`config.mk`:
```
export PLATFORM = sky130hd
export DESIGN_NAME = cgra_config_loader
export DESIGN_NICKNAME = d
export VERILOG_FILES = /design/src/rtl/cgra_cfg_pkg.sv /design/src/rtl/cgra_cfg_fifo.sv /design/src/rtl/cgra_config_loader.sv
export SDC_FILE = /design/constraint.sdc
export NUM_CORES = 1
export LEC_CHECK = 0
export BUFFER_PORTS_ARGS = -buffer_cell sky130_fd_sc_hd__buf_2
export CAP_MARGIN = 15
export CORE_ASPECT_RATIO = 1.5
export CORE_UTILIZATION = 50
export CTS_CLUSTER_DIAMETER = 50
export CTS_CLUSTER_SIZE = 16
export DETAILED_ROUTE_END_ITERATION = 8
export HOLD_SLACK_MARGIN = 0.05
export PLACE_DENSITY = 0.72
export SYNTH_ARGS = -nofsm -noshare
export SYNTH_HDL_FRONTEND = slang
export SYNTH_SLANG_ARGS = --single-unit
export TNS_END_PERCENT = 5
```
`constraint.sdc`:
```
create_clock -name clk -period 3 [get_ports clk]
set_input_delay 0.15 -clock clk [delete_from_list [all_inputs] [get_ports clk]]
set_output_delay 0.15 -clock clk [all_outputs]
set_load 0.05 [all_outputs]
```
`src/rtl/cgra_cfg_pkg.sv`:
```
// Shared types and word-format constants for the CGRA configuration loader.
package cgra_cfg_pkg;

    typedef enum logic [1:0] {
        IDLE  = 2'd0,
        FETCH = 2'd1,
        DRAIN = 2'd2,
        DONE  = 2'd3
    } loader_state_e;

    localparam int unsigned CFG_WORD_BYTES = 8;
    localparam int unsigned PE_ID_MSB      = 63;
    localparam int unsigned PE_ID_LSB      = 58;
    localparam int unsigned PAYLOAD_MSB    = 57;

endpackage

```
`src/rtl/cgra_cfg_fifo.sv`:
```
// Small synchronous return-word FIFO with flush; DEPTH must be a power of 2.
module cgra_cfg_fifo #(
    parameter int unsigned DEPTH = 4,
    parameter int unsigned WIDTH = 64
) (
    input  logic                     clk,
    input  logic                     rst_n,
    input  logic                     flush,
    input  logic                     push,
    input  logic [WIDTH-1:0]         wdata,
    input  logic                     pop,
    output logic [WIDTH-1:0]         rdata,
    output logic [$clog2(DEPTH):0]   count,
    output logic                     empty,
    output logic                     full
);

    localparam int unsigned AW = $clog2(DEPTH);

    logic [WIDTH-1:0] mem_q [DEPTH];
    logic [AW-1:0]    wr_ptr_q, rd_ptr_q;
    logic [AW:0]      count_q, count_d;
    logic             do_push, do_pop;

    assign empty   = (count_q == '0);
    assign full    = (count_q == (AW+1)'(DEPTH));
    assign do_push = push && !full && !flush;
    assign do_pop  = pop && !empty && !flush;
    assign count   = count_q;
    assign rdata   = mem_q[rd_ptr_q];

    // NOTE: give every always_comb output a default first, otherwise an untaken branch infers a latch.
    always_comb begin
        count_d = count_q;
        if (flush) begin
            count_d = '0;
        end else if (do_push && !do_pop) begin
            count_d = count_q + (AW+1)'(1);
        end else if (!do_push && do_pop) begin
            count_d = count_q - (AW+1)'(1);
        end
    end

    // NOTE: sequential state uses non-blocking assignments so every flop samples pre-edge values.
    always_ff @(posedge clk or negedge rst_n) begin
        if (!rst_n) begin
            wr_ptr_q <= '0;
            rd_ptr_q <= '0;
            count_q  <= '0;
        end else begin
            count_q <= count_d;
            if (flush) begin
                wr_ptr_q <= '0;
                rd_ptr_q <= '0;
            end else begin
                if (do_push) wr_ptr_q <= wr_ptr_q + AW'(1);
                if (do_pop)  rd_ptr_q <= rd_ptr_q + AW'(1);
            end
        end
    end

    // NOTE: storage is not reset; the count/pointers alone decide which entries are meaningful.
    always_ff @(posedge clk) begin
        if (do_push) mem_q[wr_ptr_q] <= wdata;
    end

endmodule

```
`src/rtl/cgra_config_loader.sv`:
```
// Streams a block of config words from config memory to the PE config bus.
// Optional even-parity check of returned words: define CGRA_CFG_PARITY_EN.
module cgra_config_loader
    import cgra_cfg_pkg::*;
#(
    parameter int unsigned DATA_WIDTH  = 64,
    parameter int unsigned ADDR_WIDTH  = 32,
    parameter int unsigned CNT_WIDTH   = 16,
    parameter int unsigned FIFO_DEPTH  = 4,
    parameter int unsigned PE_ID_WIDTH = 6
) (
    input  logic                   clk,
    input  logic                   rst_n,
    input  logic                   start,
    input  logic                   abort,
    input  logic [ADDR_WIDTH-1:0]  base_addr,
    input  logic [CNT_WIDTH-1:0]   num_words,
    output logic [ADDR_WIDTH-1:0]  cfg_addr,
    output logic                   cfg_ren,
    input  logic [DATA_WIDTH-1:0]  cfg_rdata,
    input  logic                   cfg_valid,
    output logic                   pe_cfg_valid,
    input  logic                   pe_cfg_ready,
    output logic [PE_ID_WIDTH-1:0] pe_cfg_id,
    output logic [57:0]            pe_cfg_data,
    output logic                   busy,
    output logic                   done,
    output logic [CNT_WIDTH-1:0]   words_sent
`ifdef CGRA_CFG_PARITY_EN
    ,
    output logic                   parity_err,
    output logic [ADDR_WIDTH-1:0]  err_addr
`endif
);

    localparam int unsigned FC_W = $clog2(FIFO_DEPTH) + 1;

    loader_state_e         state_q, state_d;
    logic [ADDR_WIDTH-1:0] addr_q, addr_d;
    logic [CNT_WIDTH-1:0]  remaining_q, remaining_d;
    logic [CNT_WIDTH-1:0]  words_sent_q, words_sent_d;
    logic                  outstanding_q, outstanding_d;
    logic                  abort_q, abort_d;

    logic [DATA_WIDTH-1:0] fifo_rdata;
    logic [FC_W-1:0]       fifo_count;
    logic                  fifo_empty, fifo_full;
    logic                  credit_ok, rd_fire, ret_fire, word_ok, par_fail;
    logic                  push, xfer, in_load, abort_go, start_ok;

    // Credits count buffered words plus the one possibly in flight, so a return always fits.
    assign credit_ok = (fifo_count + FC_W'(outstanding_q)) < FC_W'(FIFO_DEPTH);
    assign rd_fire   = (state_q == FETCH) && !abort_q && (remaining_q != '0) && credit_ok;
    assign ret_fire  = cfg_valid && outstanding_q;
`ifdef CGRA_CFG_PARITY_EN
    assign word_ok   = ~^cfg_rdata;
`else
    assign word_ok   = 1'b1;
`endif
    assign par_fail  = ret_fire && !word_ok && !abort_q;
    assign push      = ret_fire && word_ok && !abort_q;
    assign in_load   = (state_q == FETCH) || (state_q == DRAIN);
    assign abort_go  = in_load && !abort_q && (abort || par_fail);
    assign start_ok  = (state_q == IDLE) && start;

    // The head is hidden while aborting so no word slips out of a flushed buffer.
    assign pe_cfg_valid = !fifo_empty && !abort_q;
    assign xfer         = pe_cfg_valid && pe_cfg_ready;
    assign pe_cfg_id    = fifo_rdata[PE_ID_MSB:PE_ID_LSB];
    assign pe_cfg_data  = fifo_rdata[PAYLOAD_MSB:0];

    assign cfg_ren    = rd_fire;
    assign cfg_addr   = addr_q;
    assign busy       = (state_q != IDLE);
    assign done       = (state_q == DONE);
    assign words_sent = words_sent_q;

    cgra_cfg_fifo #(
        .DEPTH (FIFO_DEPTH),
        .WIDTH (DATA_WIDTH)
    ) u_fifo (
        .clk   (clk),
        .rst_n (rst_n),
        .flush (abort_q),
        .push  (push),
        .wdata (cfg_rdata),
        .pop   (xfer),
        .rdata (fifo_rdata),
        .count (fifo_count),
        .empty (fifo_empty),
        .full  (fifo_full)
    );

    always_comb begin
        state_d       = state_q;
        addr_d        = addr_q;
        remaining_d   = remaining_q;
        abort_d       = abort_q;
        words_sent_d  = words_sent_q + CNT_WIDTH'(xfer);
        outstanding_d = rd_fire ? 1'b1 : (cfg_valid ? 1'b0 : outstanding_q);

        if (rd_fire) begin
            addr_d      = addr_q + ADDR_WIDTH'(CFG_WORD_BYTES);
            remaining_d = remaining_q - CNT_WIDTH'(1);
        end

        case (state_q)
            IDLE: begin
                if (start) begin
                    words_sent_d = '0;
                    if (num_words != '0) begin
                        addr_d      = {base_addr[ADDR_WIDTH-1:3], 3'b000};
                        remaining_d = num_words;
                        state_d     = FETCH;
                    end else begin
                        state_d = DONE;
                    end
                end
            end
            FETCH: begin
                if (!abort_q && !abort_go && remaining_d == '0) state_d = DRAIN;
            end
            DRAIN: begin
                if (!abort_q && !abort_go && !outstanding_q && fifo_empty) state_d = DONE;
            end
            DONE:    state_d = IDLE;
            default: state_d = IDLE;
        endcase

        if (abort_go) abort_d = 1'b1;
        // The flush cycle ends only once the dropped return has come back.
        if (abort_q && !outstanding_d) begin
            abort_d = 1'b0;
            state_d = IDLE;
        end
    end

    always_ff @(posedge clk or negedge rst_n) begin
        if (!rst_n) begin
            state_q       <= IDLE;
            addr_q        <= '0;
            remaining_q   <= '0;
            words_sent_q  <= '0;
            outstanding_q <= 1'b0;
            abort_q       <= 1'b0;
        end else begin
            state_q       <= state_d;
            addr_q        <= addr_d;
            remaining_q   <= remaining_d;
            words_sent_q  <= words_sent_d;
            outstanding_q <= outstanding_d;
            abort_q       <= abort_d;
        end
    end

`ifdef CGRA_CFG_PARITY_EN
    logic                  parity_err_q;
    logic [ADDR_WIDTH-1:0] err_addr_q;

    // With one read in flight, the returning word sits one word behind addr_q.
    always_ff @(posedge clk or negedge rst_n) begin
        if (!rst_n) begin
            parity_err_q <= 1'b0;
            err_addr_q   <= '0;
        end else if (start_ok) begin
            parity_err_q <= 1'b0;
        end else if (par_fail) begin
            parity_err_q <= 1'b1;
            err_addr_q   <= addr_q - ADDR_WIDTH'(CFG_WORD_BYTES);
        end
    end

    assign parity_err = parity_err_q;
    assign err_addr   = err_addr_q;
`endif

endmodule

```
After elaboration in Yosys (flattened, before gate mapping):

Memories as Yosys holds them, arrays and structs flattened.
Index checks and enable logic that the tools add are counted.

* memories: 1
* logic and storage cells: 95
* bits of input ports: 118
* register bits after elaboration: 75
* output and inout port bits: 116
* bits in writable memories: 256

* $lt $le $gt $ge: 1
* $add $sub $neg: 8
* equality and inequality tests: 7
* reductions and logical operators: 40
* multiplexer cells: 29

Memory list
* u_fifo.mem_q: depth 4, bits a word 64, rd ports 1, clocked after memory_dff 0, write ports 1, line cgra_cfg_fifo.sv:20 `logic [WIDTH-1:0] mem_q [DEPTH];`

Operators by type and width (number)
* 32-bit two-way mux: 4
* 16-bit two-way mux: 6
* 32-bit by 4-bit adder with 32-bit output (second input constant): 1
* 16-bit nonzero test: 2
* 1-bit logical AND: 20
* 2-bit two-way mux: 9
* 16-bit by 1-bit adder with 16-bit output: 1
* 16-bit logical NOT: 1
* 16-bit by 1-bit subtractor with 16-bit output (second input constant): 1
* 3-bit two-way mux: 3
* 1-bit logical NOT: 8
* 2-bit case mux with 4 select lines: 1
* 2-bit nonzero test: 4
* 1-bit two-way mux: 6
* 3-bit by 1-bit != test with 1-bit output (second input constant): 2
* 2-bit by 1-bit adder with 2-bit output (second input constant): 2
* 2-bit == test (second input constant): 2
* 3-bit by 1-bit adder with 3-bit output: 1
* 3-bit by 1-bit adder with 3-bit output (second input constant): 1
* 3-bit == test (second input constant): 1
* 3-bit logical NOT: 1
* 3-bit less-than comparator (second input constant): 1
* 3-bit by 2-bit != test with 1-bit output (second input constant): 1
* 3-bit AND reduction: 1
* other kinds (5): 5

Depth between registers and ports, before layout:

Gate-level depths: netlist of the first run.

* depth after elaboration: 11
* mapped depth: 13

By module:

From an unflattened synthesis of the first run, not the netlist that was laid out.

* cell total of the unflattened synthesis: 814
* area, all modules: 13514.2 um^2

By module, submodules not included
* cgra_cfg_fifo: cells each 383, area an instance 9706.8 um^2, times used 1, seq. area each 7862.5 um^2
* cgra_config_loader: cells each 431, area an instance 3807.4 um^2, times used 1, seq. area each 1626.6 um^2

Least setup slack after synthesis of the first run:

No wires, ideal clock.

* path kind: register to register
* start point: register u_fifo.count_q[2] (netlist: u_fifo.count[2])
* end point: memory u_fifo.mem_q[2][0] (enable)
* period minus slack after synthesis: 3118 ps
* path slack: -118 ps
* arrival: 2690 ps
* path buffers: 2
* cell stages (with the launch flop): 5
* cells stage by stage: dfrtp_1 > clkbuf_1 > a311oi_1 > clkbuf_1 > and2_1

* word-level cells in the longest chain between the ends: 6

RTL lines
* start: declaration: line cgra_cfg_fifo.sv:22 `logic [AW:0] count_q, count_d;`
* start signal: assignment: line cgra_cfg_fifo.sv:51 `count_q <= count_d;`
* 3-bit == test: line cgra_cfg_fifo.sv:26 `assign full = (count_q == (AW+1)'(DEPTH));`
* 1-bit logical NOT: line cgra_cfg_fifo.sv:27 `assign do_push = push && !full && !flush;`
* 1-bit logical AND (2 in a row): line cgra_cfg_fifo.sv:27
* 1-bit two-way mux: line cgra_cfg_fifo.sv:64 `if (do_push) mem_q[wr_ptr_q] <= wdata;`
* 1-bit two-way mux (implied by the code): line cgra_cfg_fifo.sv:64
* end: declaration: line cgra_cfg_fifo.sv:20

No other way between the ends.

Final worst setup path of the first run:

* start point: register remaining_q[3]
* end point: register state_q[0]

* word-level cells in the longest chain between the ends: 8
* elaborated cells between the ends (all ways): 15
* those cells by class: add/sub: 1; eq/ne: 3; mux: 3; reduce/logical: 8

RTL lines
* start: declaration: line cgra_config_loader.sv:40 `logic [CNT_WIDTH-1:0] remaining_q, remaining_d;`
* start signal: assignment: line cgra_config_loader.sv:149 `remaining_q <= remaining_d;`
* parallel branches: the longest is 8 deep, another holds 16-bit by 1-bit subtractor with 16-bit output
* end signal: assignment: line cgra_config_loader.sv:147 `state_q <= state_d;`
* end: declaration: line cgra_config_loader.sv:38 `loader_state_e state_q, state_d;`

Several ways; the timed one is not identified.
A chain may end at the register's enable or synchronous reset.

==> results.txt, run 1 <==
* Met2 routed wirelength: 15.2 mm
- Mean cell area of the mapped netlist: 16.5 µm²
- Final worst-path cycle share: 101%
* CP endpoint kind: flop
- After synthesis, the cell types taking the most area are edfxtp_1 (57%), dfrtp_1 (13%), mux4_2 (11%).
- Summed over all failing endpoints, the final setup total negative slack is -0.0231 ns.
- The pre-antenna-repair detailed-routing pass consisted of 5 iterations.
- The final reports fail on setup timing.
- Final wirelength: 28.5 mm
* Share of post-route cells with drive strength above 1: 33.4%
- The final route contains 8282 vias.
- Worst Clk Skew: 0.0223 ns
* Global-route wire length before repair: 44.7 mm
* Slew @ Worst Pin: 0.730 ns
- 234 I/O pins were placed.
- Entering global routing, the biggest net connects 65 pins.
- Leading cell type in the layout, fill and taps excluded: edfxtp_1
- Slew HR: 51.3%
- Achievable Freq: 331 MHz
- Post-synthesis cell count: 814
- Cell type with the highest aggregate area in the netlist: edfxtp_1
- TritonCTS sink count: 328
- Relative area change from synthesis to final layout: 29.0%
* Max stage delay cell, worst path: or4_4
* Biggest fanout along the worst timing path: 4
- Number of synthesized register bits: 328
- Worst hold slack: 0.0800 ns
* Static Leakage: 0.00645 µW
- Setup repair after global routing could not meet its margin everywhere.
- The most critical setup path has its startpoint at remaining_q[3]$_DFF_PN0_.
- At the end of routability-driven placement, the weighted congestion stood at 0.861.
- Total met3 wirelength after detailed routing: 1.61 mm
- The path class of the tightest hold or removal check is in -> reg.
* Number of synthesis warnings: 0
* Critical path data required time: 3.50 ns
* Most common cell type on the critical path: buf_4
- Post-detailed-placement half-perimeter wirelength: 17.8 mm
- H-Tree Depth: 1
- Total GRT Usage: 20.9%
- Source-to-sink clock delay at the later pin of the worst-skew pair: 0.56 ns
- Post-layout worst setup margin: -0.0231 ns
* Commonest non-fill, non-tap cells in the layout: edfxtp_1 (256), buf_2 (227), dlygate4sd3_1 (113)
- The final layout contains 1327 nets.
* Worst reg2reg startpoint: remaining_q[3]$_DFF_PN0_
* Arrival time reported for the critical path endpoint: 3.52 ns
* Final Hold Viols: 0
- Largest stage delay, worst path: 0.54 ns
* Core region area: 0.0265 mm²
* Fill count: 1876
* Sequential element share of the synthesized area: 70.5%
- Summing all flip-flop and latch instances after layout gives 0.00949 mm².
- Clock tree synthesis inserted a total of 28 buffers.
- In the routed design, unresolved DRC markers number 0.
- Pins Over Slew Limit: 0
* Most used DFF post-synth: edfxtp_1
* Row cnt: 73
- Dividing the detail-routed via count by the number of cells gives 5.33.
- Summed over its instances, the top area cell type makes up 57.1% of the synthesized netlist area.
- The tree is rooted in a clkbuf_16.
- Counting I/O delays and the setup requirement, the final critical path takes 3.02 ns.
- Max rail drop VDD: 0.641 mV
- The critical path in this run is classified as reg -> reg.
- CTS tree: yes
- Post-synth design cell area: 0.0135 mm²
- Max-cap violation count: 0
- Remaining global-route overflow: 0
- CTS clock-pin slew for the worst setup and hold paths: 0.07 ns
* Crit path cell chain: or4_4 > or3_4 > buf_4 > o2111ai_2 > xor2_1 > nand4_1 > o41ai_4 > buf_4 > a21o_2 > o311a_1
- Number of library cell types mapped by synthesis: 55
- Setup violations remaining at the end of the flow were counted as 1.
- Detailed router's first-iteration violation count: 396
* Via count of the first global-routing pass: 8641
- The die is 136 µm wide.
- Initial core utilization: 50.8%
- Initial antenna violation count: 2
- Highest metal used: met5
* Worst-case clock buffer depth: 3
* Reg-to-reg slack, setup: -0.02 ns
* Post-synth EDFFs: 256
- Multi-input combinational cell area: 0.00379 mm²
- In the final routing, the length of wire on met1 measures 11.1 mm.
- Input and output buffers added on the ports amount to 227.
- The worst setup path is launched from a flop.
- Measured in cells, the most critical reg-to-reg path has a length of 10.
* Detail Route Antenna Nets: 0
- Power per cell area: 928 mW/mm²
- Routed length per placed instance: 18.3 µm
- The flow ran to the end, but the final reports show violations.
- The most critical setup path has its endpoint at state_q[0]$_DFFE_PN0P_.
* Endpoint of the most critical register-to-register path: state_q[0]$_DFFE_PN0P_
- Measured along the y axis, the die boundary spans 203 µm.
- Async set-reset flop share out of synthesis: 22.0%
* Area of the die: 0.0276 mm²
[synthesized netlist by cell type, types with 13 or more instances]
cell	count
a21oi_1	13
clkbuf_1	22
dfrtp_1	72
edfxtp_1	256
xnor2_1	20
nor2_1	38
nand3_1	27
o21ai_0	52
mux4_2	64
nand2_1	67
xor2_1	37
ha_1	13
inv_1	14
[how the worst min path moves through the flow]
stage	startpoint	end	slack [ns]	depth (start not counted)
after floorplan	rst_n	abort_q$_DFFE_PN0P_	-0.15	0
after global placement	rst_n	cfg_addr[11]$_DFF_PN0_	0.24	1
after detailed placement	rst_n	cfg_addr[15]$_DFF_PN0_	0.24	1
after CTS	start	state_q[0]$_DFFE_PN0P_	0.06	4
after global routing	start	state_q[0]$_DFFE_PN0P_	0.11	4
final	start	state_q[0]$_DFFE_PN0P_	0.08	4
[per-stage QoR]
stage	power, µW	util, %	instance area [µm²]	cells	setup slack, ns
finish	16100	65.5	17400	1555	-0.0231
global route	16800	65.5	17400	1555	-0.149
CTS	16200	65.3	17300	1551	0.00173
detailed placement	12600	57.8	15300	1386	-0.0146
global placement	12500	57.8	15300	1386	0.0249
floorplan	10900	-	13500	816	-0.118
[state kept, by name, indices dropped and copies added (netlist names)]
register,flops
remaining_q,16
cfg_addr,29
u_fifo.wr_ptr_q,2
u_fifo.count,3
abort_q,1
state_q,2
u_fifo.rd_ptr_q,2
u_fifo.mem_q,256
outstanding_q,1
words_sent,16
[final cells by class]
type	count	area share [%]
well taps	337	2.43
repair buffers	388	15.7
flip-flops and latches	328	54.7
clock inverters	11	0.519
diodes	1	0.0144
inverters	15	0.324
clock buffers	41	4.45
multi-input cells	434	21.8
[power by group]
group | switching, µW | internal [µW]
Combinational | 4350 | 2210
Sequential | 518 | 5580
Clock | 1630 | 1830
[kinds of logic (layout without fill, tap and decap cells)]
| logic type | after synthesis | count (layout) | synth area share [%] |
|---|---|---|---|
| adder cells (fa/ha/maj) | 14 | 14 | 1.36 |
| XOR/XNOR | 57 | 57 | 3.71 |
| AO/OA/AOI/OAI | 88 | 88 | 4.05 |
| flip-flops | 328 | 328 | 70.5 |
| buffers and inverters | 54 | 455 | 1.74 |
| other | 1 | 4 | 0.0279 |
| multiplexers | 67 | 67 | 10.9 |
| AND/OR/NAND/NOR | 205 | 205 | 7.67 |
[repair_timing]
item	in CTS	in global routing
pin swaps	0	7
endpoints found under the setup margin	3	8
resized for setup	1	6
setup buffers	0	3
hold endpoints to repair	337	0
gates cloned	0	0
hold buffers	113	0
[layer usage]
metal	track usage, %	up-vias
li1	-	3887
met1	24.7	4107
met2	38.4	241
met3	3.57	45
met4	6.15	2
met5	0	-
[critical path, delay by kind of cell (launching register included)]
family | cells | cell delay [ns]
xor+xnor | 1 | 0.22
buf+inv | 2 | 0.34
compound gates | 4 | 0.85
simple gates | 3 | 1.16
flops | 1 | 0.39
Power figures use the tool's default switching activity.
==> run 2: changes to the inputs <==
--- a/config.mk
+++ b/config.mk
@@ -8,12 +8,12 @@
 export BUFFER_PORTS_ARGS = -buffer_cell sky130_fd_sc_hd__buf_2
 export CAP_MARGIN = 15
 export CORE_ASPECT_RATIO = 1.5
-export CORE_UTILIZATION = 50
+export CORE_UTILIZATION = 45
 export CTS_CLUSTER_DIAMETER = 50
 export CTS_CLUSTER_SIZE = 16
 export DETAILED_ROUTE_END_ITERATION = 8
 export HOLD_SLACK_MARGIN = 0.05
-export PLACE_DENSITY = 0.72
+export PLACE_DENSITY = 0.66
 export SYNTH_ARGS = -nofsm -noshare
 export SYNTH_HDL_FRONTEND = slang
 export SYNTH_SLANG_ARGS = --single-unit
==> results.txt, run 2 (synthesis results as in run 1) <==
* Static Leakage: 0.00650 µW
- The via count of the first global-routing pass came to 8655.
* Reported net switching power: 6450 µW
- For this run, design rule violations remaining after detail routing come to 0.
- The initial antenna violation count was 1.
- Across the VDD grid, the largest voltage drop is 0.652 mV.
- Max-cap violations in this run came to 0.
- Post-detailed-placement half-perimeter wirelength: 18.6 mm
- Biggest register: u_fifo.mem_q
- TritonCTS sink count: 328
- After the first detailed-routing iteration, the DRC count stood at 420.
* Max reg flops: 256
* Core region area: 0.0295 mm²
- The cell sitting at the root of the clock tree is a clkbuf_16.
- Commonest non-fill, non-tap cells in the layout: edfxtp_1 (256), buf_2 (227), dlygate4sd3_1 (114)
- From synthesis to final layout, the design area changed by 30.0%.
- Slew HR: 45.4%
- For this run, the post-layout net count is 1337.
- Final Power: 16100 µW
- In the final layout, the share of cells above drive strength 1 is 33.4%.
- Summing all flip-flop and latch instances after layout gives 0.00949 mm².
- Of the total power, registers draw 38.0%.
- The number of pins exceeding their max-slew limit in the final report is 0.
- Counting tap cells, the placed design contains a total of 1454 instances.
- Global routing finished with a remaining overflow of 0.
- Once the floorplan was initialized, standard cells occupied 45.6% of the core.
- Power per cell area: 922 mW/mm²
- Leaving out fill and tap cells, the most frequent cell in the layout is edfxtp_1.
* IO buf count: 227
- Worst-case clock buffer depth: 3
- Count of pins on the block boundary: 234
- Part of the power in combinational logic: 40.9%
- Row cnt: 77
* Critical path data required time: 3.43 ns
- Measured along the y axis, the die boundary spans 214 µm.
- The die is 143 µm wide.
- Setup repair after global routing missed its margin: true
- Biggest fanout along the worst timing path: 4
- The first global-routing pass estimated 44.4 mm of wire.
- Number of vias per cell: 5.12
- Cells fill 59.3% of the core in the end.
- Detail Route Antenna Nets: 0
- CTS clock-pin slew for the worst setup and hold paths: 0.07 ns
- On the final layout, the worst clock skew is 0.0161 ns.
* Final Hold Viols: 0
- For this run, the total global-route usage over all layers was measured as 18.9%.
- Of the total power, the clock network draws 21.2%.
- Achievable Freq: 333 MHz
* Fill count: 2305
- The floorplan step defined a die boundary enclosing 0.0306 mm².
- In the final layout, the multi-input gates occupy 0.00377 mm².
- After layout, the minimum clock period comes to 3.00 ns.
- Internal power comes to 9670 µW.
- Summing over every cut layer, the via total after detailed routing is 8297.
* Final worst-path cycle share: 100%
- After detailed routing, the total wire length is 28.5 mm.
* Outcome: finished clean
- At the end of routability-driven placement, the weighted congestion stood at 0.803.
- Setup violations remaining at the end of the flow were counted as 0.
- Entering global routing, the biggest net connects 52 pins.
- Hold crit path type: in -> reg
- The worst setup path is captured at a flop.
- Clock buffer count from CTS: 27
* Slew @ Worst Pin: 0.819 ns
- Data on the critical path arrives at its endpoint at 3.43 ns.
- Non-filler cells in the finished layout: 1622
* Routed length per placed instance: 17.6 µm
- The worst setup path is launched from a flop.
- Clock latency on the worst-skew pair, taken at its later pin, is 0.55 ns.
* Sw Ratio: 40.0%
* Category of the critical setup timing path: reg -> reg
- CTS built an H-tree with a depth of 1.
- The first detailed-routing pass ran for 4 iterations.
- TritonCTS built the clock tree.
-- run 2: cell count changes in the layout (fill, tap and decap cells not counted), moves of 2 or more --
cell / previous run / this run
clkbuf_2: 2 / 0
inv_6: 1 / 3
o2111ai_2: 2 / 0
o2111ai_1: 2 / 4
inv_4: 2 / 0
clkinv_2: 3 / 0
buf_4: 39 / 48
clkbuf_1: 10 / 14
clkbuf_8: 0 / 2
clkinvlp_4: 2 / 0
-- run 2: metrics by stage --
| stage | setup WS, ns | TNS (ns) | cell area [µm²] | hold WS (ns) |
|---|---|---|---|---|
| floorplan | -0.118 | -22.70 | 13500 | -0.146 |
| global placement | -0.0206 | -0.0243 | 15500 | 0.284 |
| detailed placement | -0.0599 | -0.149 | 15500 | 0.284 |
| CTS | 0.00446 | 0 | 17500 | 0.0706 |
| global route | -0.0699 | -0.0699 | 17500 | 0.132 |
| finish | 0.000157 | 0 | 17500 | 0.0944 |
-- run 2: path summary, 6_finish.rpt --
kind | end | from | cells past startpoint | slack, ns
worst max-delay path | state_q[0]$_DFFE_PN0P_ | remaining_q[5]$_DFF_PN0_ | 9 | 0.0002
worst min-delay path | state_q[0]$_DFFE_PN0P_ | start | 4 | 0.09
worst max register to register | state_q[0]$_DFFE_PN0P_ | remaining_q[5]$_DFF_PN0_ | 9 | 0.0002
worst min register to register | words_sent[14]$_DFF_PN0_ | words_sent[14]$_DFF_PN0_ | 2 | 0.58
max in group asynchronous | cfg_addr[27]$_DFF_PN0_ | rst_n | 3 | 2.07
min in group asynchronous | cfg_addr[11]$_DFF_PN0_ | rst_n | 2 | 0.22
-- run 2: repair_timing --
action,CTS,global route
cloned,0,0
pin swaps,2,8
endpoints found under the hold margin,338,0
gates resized for setup,2,3
hold buffers,114,0
setup endpoints to repair,4,4
buffers inserted,0,3
-- run 2: final cells by class --
cell class              instances  area share [%]
flip-flops and latches        328            54.3
multi-input cells             434            21.6
repair buffers                399            16.2
clock buffers                  44            4.46
well taps                     395            2.82
clock inverters                 6           0.372
inverters                      15           0.322
diodes                          1          0.0143
-- run 2: critical path, cell delays in order, from the launching register on --
cell	delay, ns
dfrtp_1	0.38
or4_4	0.55
buf_6	0.14
nor4_4	0.30
and4bb_2	0.28
a22oi_2	0.05
a221o_1	0.36
o41ai_4	0.43
nand2_1	0.10
o311a_1	0.30
-- run 2: per-layer routing --
layer / GRT usage, % / share of wire [%] / vias to the layer above
met5: 0 / 0 / -
met4: 5.56 / 2.0 / 0
met3: 3.39 / 5.8 / 41
met2: 35.3 / 53 / 235
met1: 21.7 / 39 / 4110
li1: - / - / 3911
-- run 2: power groups by stage --
stage	combinational, µW	sequential [µW]	clock (µW)
global placement	6450	6200	0
CTS	6620	6130	3490
floorplan	4160	6750	0
finish	6590	6120	3410
global route	7060	6220	3670
detailed placement	6480	6220	0
